`src/rtl/uba_intr_pkg.sv`:
```
// Shared types and helpers for the Unibus adapter interrupt controller.
package uba_intr_pkg;

  typedef enum logic [2:0] {
    StIdle,
    StReq,
    StIack,
    StVread,
    StVhold,
    StGuard
  } state_e;

  localparam int unsigned TimerW = 8;

  function automatic int unsigned slot_w(int unsigned n);
    return (n > 1) ? $clog2(n) : 1;
  endfunction

endpackage

```
`src/rtl/uba_prio_enc.sv`:
```
// Fixed-priority encoder: the lowest set request index wins.
module uba_prio_enc #(
  parameter int unsigned N  = 4,
  parameter int unsigned IW = 2
) (
  input  logic [N-1:0]  req_i,
  output logic          valid_o,
  output logic [IW-1:0] idx_o
);

  always_comb begin
    valid_o = |req_i;
    idx_o   = '0;
    for (int i = int'(N) - 1; i >= 0; i--) begin
      if (req_i[i]) idx_o = IW'(i);
    end
  end

endmodule

```
`src/rtl/uba_intr_ctrl.sv`:
```
// Unibus adapter interrupt controller: arbitrates device requests, runs the
// acknowledge and vector-read handshake, and returns the vector to the CPU.
module uba_intr_ctrl
  import uba_intr_pkg::*;
#(
  parameter int unsigned NDEV  = 4,
  parameter int unsigned VW    = 16,
  parameter int unsigned TMO   = 255,
  parameter int unsigned GUARD = 4
) (
  input  logic                    clk,
  input  logic                    rst_n,
  input  logic                    clr,
  input  logic [NDEV-1:0]         devINTR,
  output logic [NDEV-1:0]         devIACK,
  output logic [NDEV-1:0]         vectREAD,
  input  logic [VW-1:0]           vectDATA,
  input  logic                    vectACK,
  output logic                    cpuINTR,
  output logic [slot_w(NDEV)-1:0] cpuSLOT,
  input  logic                    cpuACK,
  output logic [VW-1:0]           cpuVECT,
  output logic                    cpuVECTVLD,
  output logic                    vectERR
);

  localparam int unsigned SW = slot_w(NDEV);
  localparam logic [TimerW-1:0] TmoLast   = TimerW'(TMO - 1);
  localparam logic [TimerW-1:0] GuardLast = TimerW'(GUARD - 1);

  state_e              state_q;
  logic [SW-1:0]       sel_q;
  logic [SW-1:0]       cpu_slot_q;
  logic                cpu_intr_q;
  logic [NDEV-1:0]     dev_iack_q;
  logic [NDEV-1:0]     vect_read_q;
  logic [VW-1:0]       vect_q;
  logic                vect_vld_q;
  logic                vect_err_q;
  logic [TimerW-1:0]   cnt_q;

  logic                win_vld;
  logic [SW-1:0]       win_idx;

  uba_prio_enc #(
    .N  (NDEV),
    .IW (SW)
  ) u_prio_enc (
    .req_i   (devINTR),
    .valid_o (win_vld),
    .idx_o   (win_idx)
  );

  function automatic logic [NDEV-1:0] onehot(logic [SW-1:0] idx);
    logic [NDEV-1:0] v;
    v      = '0;
    v[idx] = 1'b1;
    return v;
  endfunction

  always_ff @(posedge clk or negedge rst_n) begin
    if (!rst_n) begin
      state_q     <= StIdle;
      sel_q       <= '0;
      cpu_slot_q  <= '0;
      cpu_intr_q  <= 1'b0;
      dev_iack_q  <= '0;
      vect_read_q <= '0;
      vect_q      <= '0;
      vect_vld_q  <= 1'b0;
      vect_err_q  <= 1'b0;
      cnt_q       <= '0;
    end else if (clr) begin
      state_q     <= StIdle;
      sel_q       <= '0;
      cpu_slot_q  <= '0;
      cpu_intr_q  <= 1'b0;
      dev_iack_q  <= '0;
      vect_read_q <= '0;
      vect_q      <= '0;
      vect_vld_q  <= 1'b0;
      vect_err_q  <= 1'b0;
      cnt_q       <= '0;
    end else begin
      dev_iack_q <= '0;
      vect_err_q <= 1'b0;
      unique case (state_q)
        StIdle: begin
          if (win_vld) begin
            state_q    <= StReq;
            cpu_intr_q <= 1'b1;
            cpu_slot_q <= win_idx;
          end
        end
        StReq: begin
          if (!win_vld) begin
            state_q    <= StIdle;
            cpu_intr_q <= 1'b0;
          end else begin
            cpu_slot_q <= win_idx;
            if (cpuACK) begin
              sel_q      <= win_idx;
              dev_iack_q <= onehot(win_idx);
              cpu_intr_q <= 1'b0;
              state_q    <= StIack;
            end
          end
        end
        StIack: begin
          vect_read_q <= onehot(sel_q);
          cnt_q       <= '0;
          state_q     <= StVread;
        end
        StVread: begin
          if (vectACK) begin
            vect_q     <= vectDATA;
            vect_vld_q <= 1'b1;
            state_q    <= StVhold;
          end else if (cnt_q == TmoLast) begin
            vect_q     <= '0;
            vect_vld_q <= 1'b1;
            vect_err_q <= 1'b1;
            state_q    <= StVhold;
          end else begin
            cnt_q <= cnt_q + 1'b1;
          end
        end
        StVhold: begin
          if (!cpuACK) begin
            vect_read_q <= '0;
            vect_vld_q  <= 1'b0;
            cnt_q       <= '0;
            state_q     <= StGuard;
          end
        end
        StGuard: begin
          // The last guard cycle doubles as the idle arbitration slot, so the
          // strobe stays low for exactly GUARD cycles before a new request.
          if (cnt_q == GuardLast) begin
            cnt_q <= '0;
            if (win_vld) begin
              state_q    <= StReq;
              cpu_intr_q <= 1'b1;
              cpu_slot_q <= win_idx;
            end else begin
              state_q <= StIdle;
            end
          end else begin
            cnt_q <= cnt_q + 1'b1;
          end
        end
        default: state_q <= StIdle;
      endcase
    end
  end

  assign devIACK    = dev_iack_q;
  assign vectREAD   = vect_read_q;
  assign cpuINTR    = cpu_intr_q;
  assign cpuSLOT    = cpu_slot_q;
  assign cpuVECT    = vect_q;
  assign cpuVECTVLD = vect_vld_q;
  assign vectERR    = vect_err_q;

endmodule

```
`config.mk`:
```
export PLATFORM = sky130hd
export DESIGN_NAME = uba_intr_ctrl
export DESIGN_NICKNAME = d
export VERILOG_FILES = /design/src/rtl/uba_intr_pkg.sv /design/src/rtl/uba_prio_enc.sv /design/src/rtl/uba_intr_ctrl.sv
export SDC_FILE = /design/constraint.sdc
export NUM_CORES = 1
export LEC_CHECK = 0
export CAP_MARGIN = 15
export CORE_MARGIN = 2
export CORE_UTILIZATION = 50
export CTS_BUF_LIST = sky130_fd_sc_hd__clkbuf_2 sky130_fd_sc_hd__clkbuf_4 sky130_fd_sc_hd__clkbuf_8
export CTS_CLUSTER_DIAMETER = 120
export DETAILED_ROUTE_END_ITERATION = 7
export GPL_TIMING_DRIVEN = 0
export PLACE_DENSITY = 0.82
export SETUP_SLACK_MARGIN = 0.3
export SLEW_MARGIN = 20
export SYNTH_ARGS = -nofsm -noshare
export SYNTH_HDL_FRONTEND = slang
export SYNTH_SLANG_ARGS = --single-unit
```
`constraint.sdc`:
```
create_clock -name clk -period 2.15 [get_ports clk]
set_clock_uncertainty 0.1 [all_clocks]
set_input_delay 0.645 -clock clk [delete_from_list [all_inputs] [get_ports clk]]
set_output_delay 0.645 -clock clk [all_outputs]
set_load 0.005 [all_outputs]
```
==> Implementation_results.wiki, run 1 <==
{| class="wikitable"
! Metric !! Value
|-
| Post-layout power || slightly above 2000 uW
|-
| Total count of hold-check failures in the final report || 0
|-
| Mapped Avg Cell Area || around 9.0 sq um
|-
| Hold/Removal Path Class || in2async
|-
| Clock tree from TritonCTS || built
|-
| Routed length on met2 || roughly 2700 um
|-
| Core region area || 4000 sq um
|-
| Layout net count || 329
|-
| Highest Clock Rate || about 470 MHz
|-
| Number of global-route vias before repair || approximately 1900
|-
| Total count of max-transition violations in the final report || 0
|-
| Clock tree root driver cell || clkbuf_8
|-
| Per-cell via count in the routed design || 5.612
|-
| Detailed-route wire length on metal 1 || between 2000 and 2500 um
|-
| Starting density of the core || 51.99%
|-
| # IOs || 54
|-
| Wire length per cell after detailed routing || ~15 um
|-
| Buffers from clock root to sink, at most || 2
|-
| Actual transition at the worst max-transition pin || around 0.6 ns
|-
| Sum of met3 wire segment lengths after detailed routing || roughly 330 um
|-
| Final-report setup violation count || 0
|-
| Quantity of I/O buffers inserted on ports || 51
|-
| Overall routing resource usage || a little under a quarter
|-
| Worst path max stage delay || 0.56 ns
|-
| Synthesized-area fraction occupied by ao, oa, aoi and oai cells || around a fifth
|-
| Leading register cell type out of synthesis || dfrtp_1
|-
| Number of synthesized register bits || 42
|-
| Global-route wire length before repair || between 8000 and 9000 um
|-
| Simple-Gate Fraction of Synth Area || around a quarter
|-
| Worst Path Required || about 2.2 ns
|-
| Worst supply voltage drop on vdd || roughly 0.5 mV
|-
| Die boundary width || ~68 um
|-
| Max-capacitance violation count || 0
|-
| Power per Cell Area || 669.4 nW/um^2
|-
| Netlist area before placement || approximately 2100 sq um
|-
| Largest net degree at the start of global routing || 29
|-
| Post-Syn Instances || 230
|-
| Remaining global-route overflow || 0
|-
| Chip height || 68.49 um
|-
| Drt first pass iters || 4
|-
| Number of antenna violations at the first check in global routing || 0
|-
| Syn Nets || 257
|-
| Final wirelength || 5357 um
|-
| Area added between synthesis and finish || 48.07%
|-
| Count of different cell masters after synthesis || 46
|-
| Maximum level of the CTS H-tree || 2
|-
| Clock latency reported for the late side of the worst-skew pair || a little under 0.3 ns
|-
| Nature of the critical path startpoint || input pin
|-
| Placed wire-length estimate after detailed placement || ~3600 um
|-
| Crit Path Class || in2reg
|-
| EDFF count, synth || 0
|-
| Master of the slowest instance on the critical path || or4_4
|-
| Post-route DRC violation count || 0
|-
| Number of diodes || 0
|-
| WP data arrival || about 2.2 ns
|-
| Static leakage power || approximately 0.0014 uW
|-
| Result of the run || completed
|-
| Crit end category || flip-flop
|-
| XOR/XNOR share of the synthesized area || 0%
|-
| Drt initial violations || 85
|-
| Post-route minimum period || approximately 2.1 ns
|-
| Synthesis Warnings || 0
|-
| Setup repair after global routing missed its margin || yes
|-
| Row Count || 23
|-
| Final setup margin || about 0.017 ns
|-
| Buffers and inverters on the worst path || 1
|-
| Critical Path Fanout Max || 4
|-
| Largest family of logic cells by synthesized area || simple AND/OR/NAND/NOR gates
|-
| Highest metal used || met4
|-
| Setup slack at placement || -0.3483 ns
|-
| Antenna Violating Nets Remaining || 0
|-
| Post-CTS clock slew at the launch and capture registers of the worst setup and hold paths || 0.08 ns
|-
| Portion of netlist area occupied by mux cells || less than 1%
|-
| Number of buffers inserted for hold repair after clock tree synthesis || 0
|-
| Remaining max-slew budget at the tightest pin || between 60% and 70%
|-
| Post-Synth Adder-Cell Area || under 10%
|-
| Share of synthesized area occupied by flip-flops and latches || approximately 51%
|-
| Cells traversed along the worst timing path || dlygate4sd2_1 -> or4_4 -> o31ai_2 -> a22oi_1 -> a21boi_1 -> o21ai_1
|-
| Total number of clock tree sinks || 42
|-
| Layout cells sized above 1 || between 20% and 30%
|-
| FFs w/ async S/R, synth || 100.0%
|-
| Via count || just under 2000
|-
| Total Die Area || ~4700 sq um
|-
| CTS Buf Count || 5
|-
| Routability Congestion || 0.8557
|-
| Final period util || between 90% and 100%
|-
| Dominant delay contributor by cell family on the critical path || compound AO/OA/AOI/OAI gates
|}
synth_stat cells (2+ instances only):
master | number | area [sq um]
buf_6 | 2 | 22.52
nor4_1 | 2 | 12.51
a22o_1 | 2 | 17.52
nor3b_1 | 2 | 15.01
o31ai_1 | 8 | 60.06
nor3_1 | 5 | 25.02
or3_1 | 2 | 12.51
nand3_1 | 6 | 30.03
o21ai_0 | 26 | 130.1
nand2b_1 | 2 | 12.51
a32o_1 | 2 | 20.02
nor2b_1 | 2 | 12.51
o21ai_1 | 2 | 10.01
ha_1 | 2 | 25.02
clkbuf_1 | 6 | 22.52
or4_1 | 3 | 22.52
nor2_1 | 19 | 71.32
buf_2 | 2 | 10.01
a21oi_1 | 9 | 45.04
or2_1 | 2 | 12.51
a2bb2oi_1 | 2 | 17.52
o22ai_2 | 2 | 25.02
dfrtp_1 | 42 | 1051
nand2_1 | 52 | 195.2
inv_1 | 5 | 18.77
state kept, by name (all words and copies together) (netlist names):
register,count
state_q,3
cnt_q,8
devIACK,4
cpuVECTVLD,1
vectREAD,4
vectERR,1
sel_q,2
cpuINTR,1
cpuSLOT,2
cpuVECT,16
metrics by stage:
stage	area [sq um]	setup TNS, ns	std cells	hold WS (ns)	utilization, %
floorplan	2112	0	230	0.2494	-
global placement	2685	-37.25	331	0.3618	67.13
detailed placement	2700	-6.307	332	0.3694	67.50
CTS	2923	0	347	0.1558	73.07
global route	3079	0	353	0.1761	76.98
finish	3079	0	353	0.1525	76.98
routing by layer:
layer	GRT usage (%)	vias to the layer above
met3	6.169	8
li1	-	954
met5	0	-
met4	8.250	0
met1	31.14	961
met2	38.34	58
path summary, 6_finish.rpt:
| path | from | endpoint | slack, ns | cells past startpoint |
|---|---|---|---|---|
| max | devINTR[2] | state_q[0] | 0.02 | 6 |
| min | rst_n | vectREAD[1] | 0.15 | 1 |
| max reg2reg | cnt_q[0] | state_q[0] | 0.10 | 7 |
| min reg2reg | vectREAD[2] | vectREAD[2] | 0.38 | 2 |
| max in group asynchronous | rst_n | cnt_q[5] | 1.31 | 2 |
| min in group clk | vectREAD[2] | vectREAD[2] | 0.38 | 2 |
cell families (layout without fill, tap and decap cells):
| family | after synthesis | in the layout |
|---|---|---|
| multiplexers | 1 | 1 |
| AND/OR/NAND/NOR | 106 | 106 |
| adder cells (fa/ha/maj) | 2 | 2 |
| flip-flops | 42 | 42 |
| buffers and inverters | 16 | 89 |
| AO/OA/AOI/OAI | 63 | 63 |
report_power, final:
part	switching, uW	internal [uW]
sequential	34.2	834
combinational	225	205
clock	268	495
total	528	1530
cell type report:
cell class	count	area [sq um]
Buffer	11	95.09
Clock buffer	6	82.58
Clock inverter	2	60.06
Fill cell	292	920.9
Inverter	5	21.27
Multi-Input combinational cell	172	1112
Sequential cell	42	1054
Tap cell	50	62.56
Timing Repair Buffer	65	591.8
cells in the final DEF, fill, tap and decap left out, drive strengths merged, types with 6 or more instances in the layout:
cell | netlist | routed
a21oi | 9 | 9
buf | 5 | 22
clkbuf | 6 | 10
clkdlybuf4s50 | 0 | 16
dfrtp | 42 | 42
dlygate4sd2 | 0 | 34
nand2 | 52 | 52
nand3 | 6 | 6
nor2 | 19 | 19
o21ai | 28 | 28
o31ai | 8 | 8
timing repair:
item,in CTS,in global routing
cloned,0,3
gates resized for setup,55,47
setup endpoints to repair,64,33
setup buffers,7,3
pin swaps,14,6
Power figures use the tool's default switching activity.
==> inputs of run 2 (changes only) <==
--- a/config.mk
+++ b/config.mk
@@ -6,10 +6,10 @@
 export NUM_CORES = 1
 export LEC_CHECK = 0
 export CAP_MARGIN = 15
-export CORE_MARGIN = 2
 export CORE_UTILIZATION = 50
 export CTS_BUF_LIST = sky130_fd_sc_hd__clkbuf_2 sky130_fd_sc_hd__clkbuf_4 sky130_fd_sc_hd__clkbuf_8
 export CTS_CLUSTER_DIAMETER = 120
+export CTS_CLUSTER_SIZE = 16
 export DETAILED_ROUTE_END_ITERATION = 7
 export GPL_TIMING_DRIVEN = 0
 export PLACE_DENSITY = 0.82
==> run 2 against run 1 <==
  * Wire length is 3.2% lower
  * Power is 0.42% lower
  * Register-to-register slack better by 0.12 ns
  * Core utilization is 0.66 points lower
  * Critical path depth is 1 higher
  * Setup slack better by 0.20 ns
  * Highest routed layer unchanged
  * Sequential power hardly changed
  * Final cell count is 1.1% higher
==> Implementation_results.wiki, run 2 (same netlist as run 1, synthesis figures left out) <==
{| class="wikitable"
! Metric !! Value
|-
| Area added between synthesis and finish || 46.81%
|-
| Quantity of I/O buffers inserted on ports || 51 (unchanged)
|-
| Remaining global-route overflow || 0 (unchanged)
|-
| CTS Buf Count || 5 (unchanged)
|-
| Number of diodes || 0 (unchanged)
|-
| Total count of hold-check failures in the final report || 0 (unchanged)
|-
| Dominant delay contributor by cell family on the critical path || compound AO/OA/AOI/OAI gates
|-
| Drt first pass iters || 4 (unchanged)
|-
| Cell area after layout || 3053 sq um (-0.85%)
|-
| Static leakage power || 0.001444 uW (-0.11%)
|-
| Final cell count without fillers || 357 (+1.1%)
|-
| Placed Cells || 332 (unchanged)
|-
| Via count || 1983 (+0.10%)
|-
| Setup slack at placement || -0.3224 ns (+0.02590 ns)
|-
| Drt initial violations || 56 (-34%)
|-
| Buffers from clock root to sink, at most || 2 (unchanged)
|-
| Routability Congestion || 0.8664 (+1.3%)
|-
| Result of the run || completed
|-
| Cells traversed along the worst timing path || ha_2 -> or4b_4 -> buf_4 -> o31ai_4 -> a22oi_1 -> a21boi_1 -> o21ai_1
|-
| Critical Path Fanout Max || 3 (-1)
|-
| Commonest non-fill, non-tap cell in the layout || nand2_1
|-
| Wire length per cell after detailed routing || 14.52 um (-4.3%)
|-
| Setup repair after global routing missed its margin || yes
|-
| Number of antenna violations at the first check in global routing || 0 (unchanged)
|-
| Instance area after placement || 2700 sq um (unchanged)
|-
| Nature of the critical path startpoint || flip-flop
|-
| Placed wire-length estimate after detailed placement || 3547 um (-1.9%)
|-
| Chip height || 66.49 um (-2.9%)
|-
| Number of buffers inserted for hold repair after clock tree synthesis || 0 (unchanged)
|-
| Master of the slowest instance on the critical path || or4b_4
|-
| Final wirelength || 5183 um (-3.2%)
|-
| Global-route wire length before repair || 8286 um (-0.67%)
|-
| Final-report setup violation count || 0 (unchanged)
|-
| Worst supply voltage drop on vdd || 0.5186 mV (+5.0%)
|-
| Highest Clock Rate || 518.0 MHz (+10%)
|-
| # IOs || 54 (unchanged)
|-
| Post-CTS clock slew at the launch and capture registers of the worst setup and hold paths || 0.08 ns (about the same)
|-
| Die boundary width || 66.49 um (-2.9%)
|-
| Layout cells sized above 1 || 21.17% (-2.3 points)
|-
| Final period util || 89.80% (-9.4 points)
|-
| Actual transition at the worst max-transition pin || 0.6438 ns (+0.05333 ns)
|-
| Largest net degree at the start of global routing || 28 (-3.4%)
|-
| Layout net count || 333 (+1.2%)
|-
| Post-route DRC violation count || 0 (unchanged)
|-
| Buffers and inverters on the worst path || 1 (unchanged)
|-
| Maximum level of the CTS H-tree || 2 (unchanged)
|-
| Row Count || 23 (unchanged)
|-
| Max-capacitance violation count || 0 (unchanged)
|-
| Remaining max-slew budget at the tightest pin || 56.72% (-3.6 points)
|-
| Flip-flop count of the largest register, all copies and words added || 16 (unchanged)
|-
| Overall routing resource usage || 25.20% (+1.4 points)
|-
| Final setup margin || 0.2194 ns (+0.2025 ns)
|-
| Total count of max-transition violations in the final report || 0 (unchanged)
|-
| Clock latency reported for the late side of the worst-skew pair || 0.30 ns (about the same)
|-
| Core region area || 4000 sq um (unchanged)
|-
| Per-cell via count in the routed design || 5.555 (-1.0%)
|-
| Crit end category || flip-flop
|-
| Highest-count cells in the layout ignoring fill and taps || nand2_1 (50), dfrtp_1 (41), dlygate4sd2_1 (34), nor2_1 (18), buf_4 (17)
|-
| Starting density of the core || 51.99% (unchanged)
|-
| Clock tree root driver cell || clkbuf_8
|-
| Total Die Area || 4421 sq um (-5.8%)
|-
| Fillcell total || 278 (-4.8%)
|-
| Worst Path Required || 2.24 ns (about the same)
|-
| Total number of clock tree sinks || 42 (unchanged)
|-
| Worst path max stage delay || 0.48 ns (-0.08 ns)
|-
| Antenna Violating Nets Remaining || 0 (unchanged)
|-
| Hold/Removal Path Class || in2async
|-
| Number of global-route vias before repair || 1867 (+0.16%)
|-
| Clock tree from TritonCTS || built
|-
| Post-route minimum period || 1.931 ns (-0.2025 ns)
|-
| Power per Cell Area || 672.4 nW/um^2 (+0.44%)
|-
| Crit Path Class || reg2reg
|-
| WP data arrival || 2.02 ns (-0.19 ns)
|}
==> run 2: changes by cell type in the layout (fill, tap and decap cells not counted), sizes merged <==
cell    change
buf         +5
clkbuf      -1
==> run 2: layout make-up <==
type	count	area (sq um)	area share, %
clock buffer	6	82.58	2.705
sequential	42	1052	34.47
clock inverter	2	60.06	1.967
tap	50	62.56	2.049
timing repair buffer	69	610.6	20.00
buffer	11	93.84	3.074
multi-input combinational	172	1070	35.04
inverter	5	21.27	0.6967
==> run 2: worst paths after layout <==
kind,startpoint,to,slack [ns],cells past startpoint
worst max-delay path,cnt_q[1],state_q[0],0.22,7
worst min-delay path,rst_n,vectREAD[1],0.16,1
worst max register to register,cnt_q[1],state_q[0],0.22,7
worst min register to register,vectREAD[2],vectREAD[2],0.38,2
max in group asynchronous,rst_n,state_q[1],1.32,2
min in group clk,vectREAD[2],vectREAD[2],0.38,2
==> run 2: metrics by stage <==
step	hold slack (ns)	total power, uW	util, %	TNS [ns]
6_report	0.1581	2053	76.32	0
5_1_grt	0.1887	2140	76.32	0
4_1_cts	0.1650	2044	74.91	0
3_5_place_dp	0.3727	1251	67.50	-6.409
3_3_place_gp	0.3633	1239	67.13	-37.41
2_1_floorplan	0.2494	1073	-	0
==> run 2: worst register-to-register path, delay by kind of cell, from the launching register on <==
family          cells  cell delay, ns
compound gates      4            0.52
buf+inv             1            0.16
fa+ha+maj           1            0.19
flops               1            0.37
simple gates        1            0.48
==> run 2: layer usage <==
| metal | wire length, um | share of wire [%] | vias up | GRT usage (%) |
|---|---|---|---|---|
| met5 | 0 | 0 | - | 0 |
| met4 | 74 | 1.4 | 0 | 8.511 |
| met3 | 254 | 4.9 | 7 | 5.137 |
| met2 | 2601 | 50 | 48 | 43.24 |
| met1 | 2253 | 43 | 959 | 31.54 |
| li1 | - | - | 969 | - |
==> run 2: report_power, final <==
| group | total (uW) | switching, uW | internal (uW) |
|---|---|---|---|
| Combinational | 422 | 215 | 207 |
| Clock | 766 | 271 | 495 |
| Sequential | 865 | 30.8 | 834 |
| Total | 2050 | 517 | 1540 |
==> run 2: repair_timing <==
action / in CTS / in global routing
endpoints found under the hold margin: 0 / 0
resized for setup: 54 / 26
endpoints found under the setup margin: 63 / 33
setup buffers: 16 / 1
pin swaps: 10 / 4
